[config.mk]
export PLATFORM = sky130hd
export DESIGN_NAME = seq_signed_divider_flat
export DESIGN_NICKNAME = d
export VERILOG_FILES = /design/src/rtl/seq_signed_divider_if.sv /design/src/rtl/seq_signed_divider.sv /design/src/flat_wrapper.sv
export SDC_FILE = /design/constraint.sdc
export NUM_CORES = 1
export LEC_CHECK = 0
export ABC_AREA = 1
export ABC_CLOCK_PERIOD_IN_PS = 1700
export CORE_AREA = 4 4 114 95
export CTS_CLUSTER_DIAMETER = 80
export DETAILED_ROUTE_END_ITERATION = 8
export DIE_AREA = 0 0 118 99
export PLACE_DENSITY = 0.79
export SETUP_SLACK_MARGIN = 0.1
export SLEW_MARGIN = 20
export SYNTH_ARGS = -nofsm -noshare
export SYNTH_HDL_FRONTEND = slang
export SYNTH_SLANG_ARGS = --single-unit
[constraint.sdc]
create_clock -name clk -period 1.7 [get_ports clk]
set_input_delay 0.17 -clock clk [delete_from_list [all_inputs] [get_ports clk]]
set_output_delay 0.17 -clock clk [all_outputs]
set_load 0.02 [all_outputs]
[src/rtl/seq_signed_divider_if.sv]
// Handshake/data bundle for seq_signed_divider.
//   start     : request, sampled only while the divider is idle
//   dividend  : 2*WIDTH-bit signed dividend, captured on accepted start
//   divisor   : WIDTH-bit signed divisor, captured on accepted start
//   busy      : high while a division is in progress
//   done      : one-cycle pulse when quotient/remainder/flags update
//   quotient  : 2*WIDTH-bit signed quotient, truncated toward zero
//   remainder : WIDTH-bit signed remainder, sign follows dividend
//   div_zero  : divisor was zero for the reported result
//   ovf       : quotient not representable (most-negative / -1)
interface seq_signed_divider_if #(
    parameter int WIDTH = 8
);
    logic                   start;
    logic [2*WIDTH-1:0]     dividend;
    logic [WIDTH-1:0]       divisor;
    logic                   busy;
    logic                   done;
    logic [2*WIDTH-1:0]     quotient;
    logic [WIDTH-1:0]       remainder;
    logic                   div_zero;
    logic                   ovf;

    modport master (
        output start, dividend, divisor,
        input  busy, done, quotient, remainder, div_zero, ovf
    );

    modport slave (
        input  start, dividend, divisor,
        output busy, done, quotient, remainder, div_zero, ovf
    );
endinterface

[src/rtl/seq_signed_divider.sv]
// Multi-cycle signed restoring divider: 2*WIDTH-bit dividend by WIDTH-bit
// divisor, fixed latency of 2*WIDTH+1 cycles from accepted start to done.
//   clk : system clock, rising edge
//   rst : synchronous, active-high reset; aborts any in-flight division
//   bus : seq_signed_divider_if slave (start/operands in, busy/done/results out)
module seq_signed_divider #(
    parameter int WIDTH = 8
) (
    input  logic                 clk,
    input  logic                 rst,
    seq_signed_divider_if.slave  bus
);
    localparam int DW = 2 * WIDTH;
    localparam int CW = $clog2(DW) + 1;

    typedef enum logic [1:0] {IDLE, CALC, FIN} state_t;

    state_t             state_q, state_d;
    logic [CW-1:0]      cnt_q, cnt_d;
    logic [DW-1:0]      dvd_q, dvd_d;       // |dividend|, quotient bits shift in at LSB
    logic [WIDTH-1:0]   rem_q, rem_d;       // partial remainder, always < |divisor|
    logic [WIDTH:0]     dsr_q, dsr_d;       // |divisor|, one extra bit for -2^(WIDTH-1)
    logic               dvd_neg_q, dvd_neg_d;
    logic               q_neg_q, q_neg_d;
    logic               dz_q, dz_d;
    logic               ovf_flag_q, ovf_flag_d;
    logic [WIDTH-1:0]   dvd_lo_q, dvd_lo_d; // remainder reported on divide by zero
    logic               busy_q, busy_d;
    logic               done_q, done_d;
    logic [DW-1:0]      quot_q, quot_d;
    logic [WIDTH-1:0]   remo_q, remo_d;
    logic               div_zero_q, div_zero_d;
    logic               ovf_q, ovf_d;

    logic [WIDTH:0]     shifted;
    logic               ge;
    logic signed [WIDTH:0] dsr_ext;

    assign shifted = {rem_q, dvd_q[DW-1]};
    assign ge      = (shifted >= dsr_q);
    assign dsr_ext = {bus.divisor[WIDTH-1], bus.divisor};

    // NOTE: every signal driven here gets a default first so no path leaves
    // it unassigned; that is what keeps this block from inferring latches.
    always_comb begin
        state_d    = state_q;
        cnt_d      = cnt_q;
        dvd_d      = dvd_q;
        rem_d      = rem_q;
        dsr_d      = dsr_q;
        dvd_neg_d  = dvd_neg_q;
        q_neg_d    = q_neg_q;
        dz_d       = dz_q;
        ovf_flag_d = ovf_flag_q;
        dvd_lo_d   = dvd_lo_q;
        busy_d     = busy_q;
        done_d     = 1'b0;
        quot_d     = quot_q;
        remo_d     = remo_q;
        div_zero_d = div_zero_q;
        ovf_d      = ovf_q;

        unique case (state_q)
            IDLE: begin
                if (bus.start) begin
                    dvd_neg_d  = bus.dividend[DW-1];
                    q_neg_d    = bus.dividend[DW-1] ^ bus.divisor[WIDTH-1];
                    // Negating the most-negative dividend yields 2^(DW-1), which
                    // is the correct unsigned magnitude.
                    dvd_d      = bus.dividend[DW-1] ? -bus.dividend : bus.dividend;
                    dsr_d      = dsr_ext[WIDTH] ? unsigned'(-dsr_ext) : unsigned'(dsr_ext);
                    rem_d      = '0;
                    dz_d       = (bus.divisor == '0);
                    ovf_flag_d = (bus.dividend == {1'b1, {(DW-1){1'b0}}}) &&
                                 (bus.divisor == {WIDTH{1'b1}});
                    dvd_lo_d   = bus.dividend[WIDTH-1:0];
                    cnt_d      = CW'(DW);
                    busy_d     = 1'b1;
                    state_d    = CALC;
                end
            end
            CALC: begin
                // Restored value is < |divisor| <= 2^(WIDTH-1), so WIDTH bits hold it.
                rem_d = ge ? WIDTH'(shifted - dsr_q) : shifted[WIDTH-1:0];
                dvd_d = {dvd_q[DW-2:0], ge};
                cnt_d = cnt_q - CW'(1);
                if (cnt_q == CW'(1)) begin
                    state_d = FIN;
                end
            end
            FIN: begin
                if (dz_q) begin
                    quot_d = '1;
                    remo_d = dvd_lo_q;
                end else begin
                    quot_d = q_neg_q ? -dvd_q : dvd_q;
                    remo_d = dvd_neg_q ? -rem_q : rem_q;
                end
                div_zero_d = dz_q;
                ovf_d      = ovf_flag_q;
                done_d     = 1'b1;
                busy_d     = 1'b0;
                state_d    = IDLE;
            end
            default: state_d = IDLE;
        endcase
    end

    // NOTE: sequential state uses non-blocking assignments so every register
    // samples the values from before the edge, independent of statement order.
    always_ff @(posedge clk) begin
        if (rst) begin
            state_q    <= IDLE;
            cnt_q      <= '0;
            dvd_q      <= '0;
            rem_q      <= '0;
            dsr_q      <= '0;
            dvd_neg_q  <= 1'b0;
            q_neg_q    <= 1'b0;
            dz_q       <= 1'b0;
            ovf_flag_q <= 1'b0;
            dvd_lo_q   <= '0;
            busy_q     <= 1'b0;
            done_q     <= 1'b0;
            quot_q     <= '0;
            remo_q     <= '0;
            div_zero_q <= 1'b0;
            ovf_q      <= 1'b0;
        end else begin
            state_q    <= state_d;
            cnt_q      <= cnt_d;
            dvd_q      <= dvd_d;
            rem_q      <= rem_d;
            dsr_q      <= dsr_d;
            dvd_neg_q  <= dvd_neg_d;
            q_neg_q    <= q_neg_d;
            dz_q       <= dz_d;
            ovf_flag_q <= ovf_flag_d;
            dvd_lo_q   <= dvd_lo_d;
            busy_q     <= busy_d;
            done_q     <= done_d;
            quot_q     <= quot_d;
            remo_q     <= remo_d;
            div_zero_q <= div_zero_d;
            ovf_q      <= ovf_d;
        end
    end

    assign bus.busy      = busy_q;
    assign bus.done      = done_q;
    assign bus.quotient  = quot_q;
    assign bus.remainder = remo_q;
    assign bus.div_zero  = div_zero_q;
    assign bus.ovf       = ovf_q;
endmodule

[src/flat_wrapper.sv]
// flat-port wrapper written by rule: the top's interface ports become plain ports
module seq_signed_divider_flat 
#(
    parameter int WIDTH = 8
)
  (clk, rst, bus_start, bus_dividend, bus_divisor, bus_busy, bus_done, bus_quotient, bus_remainder, bus_div_zero, bus_ovf);
  seq_signed_divider_if #(.WIDTH(WIDTH)) bus_i ();
  input  logic clk;
  input  logic rst;
  input wire logic [$bits(bus_i.start)-1:0] bus_start;
  input wire logic [$bits(bus_i.dividend)-1:0] bus_dividend;
  input wire logic [$bits(bus_i.divisor)-1:0] bus_divisor;
  output wire logic [$bits(bus_i.busy)-1:0] bus_busy;
  output wire logic [$bits(bus_i.done)-1:0] bus_done;
  output wire logic [$bits(bus_i.quotient)-1:0] bus_quotient;
  output wire logic [$bits(bus_i.remainder)-1:0] bus_remainder;
  output wire logic [$bits(bus_i.div_zero)-1:0] bus_div_zero;
  output wire logic [$bits(bus_i.ovf)-1:0] bus_ovf;
  assign bus_i.start = bus_start;
  assign bus_i.dividend = bus_dividend;
  assign bus_i.divisor = bus_divisor;
  assign bus_busy = bus_i.busy;
  assign bus_done = bus_i.done;
  assign bus_quotient = bus_i.quotient;
  assign bus_remainder = bus_i.remainder;
  assign bus_div_zero = bus_i.div_zero;
  assign bus_ovf = bus_i.ovf;
  seq_signed_divider #(.WIDTH(WIDTH)) u_core (.clk(clk), .rst(rst), .bus(bus_i));
endmodule
# Word level (Yosys, flattened, before mapping)
# Cells that the tools add are included.
# totals
register_bits,80
in_bits,27
output_inout_bits,28
elab_cells,59
# op_classes
add_sub_neg,6
order_cmp,1
eq_ne,7
muxes,19
n_bitwise,1
reduce_logical,9
# op_table
cell,count
$mux W16,4
$mux W8,4
$neg A16 Y16,2
$pmux W16 S2,1
$eq A16 B16 Y1 const B,1
$pmux W8 S2,1
$pmux W5 S2,1
$ge A9 B9 Y1,1
$mux W9,1
$neg A8 Y9,1
$eq A8 B8 Y1 const B,1
$logic_not A8 Y1,1
$neg A8 Y8,1
$reduce_and A2 Y1,4
$sub A8 B8 Y8,1
$eq A5 B1 Y1 const B,1
$mux W5,1
$sub A5 B1 Y5 const B,1
$mux W2,2
$pmux W2 S2,1
$reduce_bool A2 Y1,2
$eq A2 B1 Y1 const B,1
$eq A2 B2 Y1 const B,1
$logic_not A2 Y1,1
6 further kinds,7

# Depth between registers and ports, before layout
# logic_depth
depth_word,4
depth_mapped,13
ltp_nobuf,13

# Worst setup path before layout
# OpenSTA, ideal clock, no wires.
# synth_timing
kind,reg-to-reg
startpoint,reg u_core.dvd_q[15]
endpoint,reg u_core.rem_q[4]
setup_ps,113
t_arrival_ps,1480
path_slack_ps,107
path_stages_with_launch,10
n_path_buf,0
period_less_slack_ps,1593
path_cell_list,dfxtp_1 -> inv_1 -> ha_1 -> inv_1 -> fa_1 -> a21oi_1 -> xor2_1 -> nand2_1 -> nand3_1 -> nand2_1
# synth_between
elab_chain_cells,3
# synth_lines
item,line,rtl
"start, declared",seq_signed_divider.sv:20,"logic [DW-1:0] dvd_q, dvd_d;"
"start signal, assigned",seq_signed_divider.sv:132,dvd_q <= dvd_d;
$sub A8 B8 Y8 / $ge A9 B9 Y1 (equally long branches),"seq_signed_divider.sv:84, seq_signed_divider.sv:40",
$mux W8 *,seq_signed_divider.sv:84,rem_d = ge ? WIDTH'(shifted - dsr_q) : shifted[WIDTH-1:0];
$pmux W8 S2 *,seq_signed_divider.sv:63,unique case (state_q)
"end signal, assigned",seq_signed_divider.sv:133,rem_q <= rem_d;
"end, declared",seq_signed_divider.sv:21,"logic [WIDTH-1:0] rem_q, rem_d;"
# Every way passes the cells marked *; elsewhere a longest branch is shown, timed or not.
# A chain may end at the register's enable or synchronous reset.

# Worst setup path in the final report
# layout_timing
startpoint,reg u_core.dsr_q[2]
endpoint,reg u_core.rem_q[0]
# layout_between
elab_chain_cells,3
# layout_lines
item,line,rtl
"start, declared",seq_signed_divider.sv:22,"logic [WIDTH:0] dsr_q, dsr_d;"
"start signal, assigned",seq_signed_divider.sv:134,dsr_q <= dsr_d;
$ge A9 B9 Y1,seq_signed_divider.sv:40,assign ge = (shifted >= dsr_q);
$mux W8,seq_signed_divider.sv:84,
$pmux W8 S2,seq_signed_divider.sv:63,
# No other way between the ends.

==> results.yml <==
sta:
  relSlewSlack_pct: 68.7
  grt_setup_unrepaired: "true"
  worstMarginPinSlew_ns: 0.469
  timing.final.crit_share_pct: 96.0
  setup_viol: 0
  skew_ns: 0.00926
  drv_slew: 0
  min_period_ns: 1.63
  fmax_mhz: 613
  final_hold_viol_count: 0
setup_path:
  cp.arrival_ns: 1.87
  ff2ff_path_depth: 12
  crit_fanout: 5
  r2r_setup_slack_ns: 0.07
  startpoint_type: "flop"
  cp.required_ns: 1.94
  reg2reg_from: "u_core.dsr_q[2]"
  path_class: "flop to flop"
  rr_endpoint: "u_core.rem_q[0]"
  cp-end-kind: "flop"
synth:
  synthFlopType: "dfxtp_1"
  synth-adder-area-share_pct: 4.64
  ys_ff_latch: 80
  ys_types: 41
  synth_top_area_share_pct: 33.7
  synth_edf_count: 0
  synth_top_area_cell: "dfxtp_1"
  post_synth_instance_area_mm2: 0.00475
  synth_fp_nets: 772
  synth_compound_area_share_pct: 15.2
  synthXorXnorAreaFrac_pct: 2.03
  synth_most_common_cell: "nand2_1"
  muxShareOfSynthArea_pct: 0
  synth_common_cells: "nand2_1 (176), inv_1 (103), dfxtp_1 (80), nand3_1 (76), nor2_1 (74)"
  yosys-top-cells-area: "dfxtp_1 (34%), nand2_1 (14%), inv_1 (8.1%)"
  synth-seq-area-share_pct: 33.7
  ys_warn_count: 0
  synth-simple-area-share_pct: 33.2
  netlist_instances: 728
  postSynthAreaPerCell_um2: 6.52
  synth_top_family_by_area: "simple AND/OR/NAND/NOR gates"
  async_flop_share_pct: 0
floorplanning:
  initial_core_util_pct: 49.8
  rows: 32
  core_area_mm2: 0.00953
  die-area_mm2: 0.0117
  die_w_um: 118
  die_h_um: 99
  boundaryPins: 55
route:
  route.detailed.drc: 0
  top_layer_used: "met4"
  wl_met3_um: 1140
  num_vias: 5145
  routed_via_density: 5.40
  wl_met1_um: 6520
  drt_first_pass_iters: 5
  wl_um: 14300
  antenna_left: 0
  route.met2.wl_um: 6450
  initialDrtViolationCount: 541
  wire_per_inst_um: 15.0
place:
  place_area_mm2: 0.00573
  place_congestion: 0.896
  dp_hpwl_um: 10300
  portBuffers: 54
finish:
  syn2layout_area_growth_pct: 34.4
  register_area_mm2: 0.00162
  fin_util_pct: 67.0
  drive_above_1_share_pct: 19.8
  fin_nets: 872
  final_cell_area_mm2: 0.00638
  nFillCells: 804
  diodes: 0
  multi_input_comb_area_mm2: 0.00293
power:
  leakage_nw: 2.96
  p_per_area_mw_per_mm2: 1300
  vdd_ir_drop_max_uv: 752
clocking:
  clock_sinks: 80
  clock_path_buffers: 2
  cts_buffers: 9
  clk_latency_ns: 0.34
  cts_max_level: 3
  clockRootBuffer: "clkbuf_16"
  clk_pin_slew_ns: 0.06
  hold_buffers: 0
  cts_tree: "yes"
status:
  status: "finished, final reports clean"
global_route:
  grt.total_usage_pct: 24.3
  grt_pass1_wl_um: 23300
  first_global_vias: 4761
  grt_max_degree: 25
  grt_antenna_before_repair: 0
  grt.overflow.total: 0
worst_hold_path:
  holdPathEnd: "u_core.dvd_lo_q[4]"
  hp-class: "flop to flop"
  hold_start: "u_core.dvd_lo_q[4]"
  hold_depth: 2
job:
  max-cap-violations: 0
[registers in the layout (all words and copies together) (netlist names)]
signal / cells
u_core.bus.busy: 1
u_core.bus.div_zero: 1
u_core.bus.done: 1
u_core.bus.ovf: 1
u_core.bus.quotient: 16
u_core.bus.remainder: 8
u_core.cnt_q: 5
u_core.dsr_q: 9
u_core.dvd_lo_q: 8
u_core.dvd_neg_q: 1
u_core.dvd_q: 16
u_core.dz_q: 1
u_core.ovf_flag_q: 1
u_core.q_neg_q: 1
u_core.rem_q: 8
u_core.state_q: 2
[how the worst max path moves through the flow]
stage / from / to / cells after the start
floorplan: u_core.dvd_q[15] / u_core.rem_q[4] / 9
global placement: bus_dividend[0] / u_core.dvd_q[14] / 10
detailed placement: bus_dividend[0] / u_core.dvd_q[10] / 11
CTS: u_core.dsr_q[5] / u_core.rem_q[0] / 10
global route: u_core.rem_q[4] / u_core.rem_q[4] / 10
finish: u_core.dsr_q[2] / u_core.rem_q[0] / 12
[worst max-delay path, stage by stage (launching register included)]
cell and delay [ns]:
dfxtp_2 0.32, inv_1 0.08, ha_4 0.32, nand2_1 0.06
nand2_1 0.09, nand2_2 0.08, nand2_1 0.08, nand2_2 0.09
nand4_4 0.11, buf_4 0.12, nand2_1 0.05, nand3_1 0.07
nand2_1 0.05
[cells by family after synthesis]
logic type | Yosys count
adders and majority gates | 17
AOI/OAI and AO/OA | 125
xor gates and xnor gates | 11
buffers and inverters | 133
and+or+nand+nor | 362
DFF | 80
[where the power goes]
group / switching, mW / internal, mW / total [mW]
Sequential: 0.193 / 2.07 / 2.26
Combinational: 2.37 / 1.69 / 4.06
Clock: 0.792 / 1.18 / 1.97
[layout by cell type (no fill, tap or decap), drive strengths merged, types with 16 or more instances in the layout]
cell,Yosys,routed
a21oi,52,52
buf,15,56
clkdlybuf4s50,0,54
dfxtp,80,80
ha,16,16
inv,111,111
nand2,183,183
nand3,78,78
nor2,79,79
o21ai,39,39
[metal layers]
metal / track usage [%] / vias up
li1: - / 2567
met1: 33.8 / 2342
met2: 37.6 / 212
met3: 6.02 / 24
met4: 6.58 / 0
met5: 0 / -
[layout make-up]
type / count / share of cell area, %
Tap cell: 119 / 2.33
Inverter: 111 / 6.61
Timing Repair Buffer: 110 / 15.1
Clock buffer: 11 / 3.80
Multi-Input combinational cell: 516 / 46.0
Sequential cell: 80 / 25.4
Clock inverter: 5 / 0.882
[metrics by stage]
stage | TNS [ns] | setup WS [ns] | total power, mW | cells | hold WS (ns)
final | 0 | 0.0677 | 8.29 | 952 | 0.460
after global routing | -0.0424 | -0.0190 | 8.79 | 952 | 0.479
after CTS | 0 | 0.0820 | 7.91 | 951 | 0.461
after detailed placement | -1.00 | -0.0978 | 5.40 | 932 | 0.451
after global placement | -0.287 | -0.0592 | 5.32 | 932 | 0.441
after floorplan | 0 | 0.107 | 4.29 | 728 | 0.271
[timing repair]
item	in CTS	in global routing
endpoints found under the setup margin	11	19
gates cloned	1	0
hold endpoints to repair	0	0
buffers inserted	2	1
resized for setup	48	35
pin swaps	14	12
Note: power is estimated with default switching activity, not from simulation.
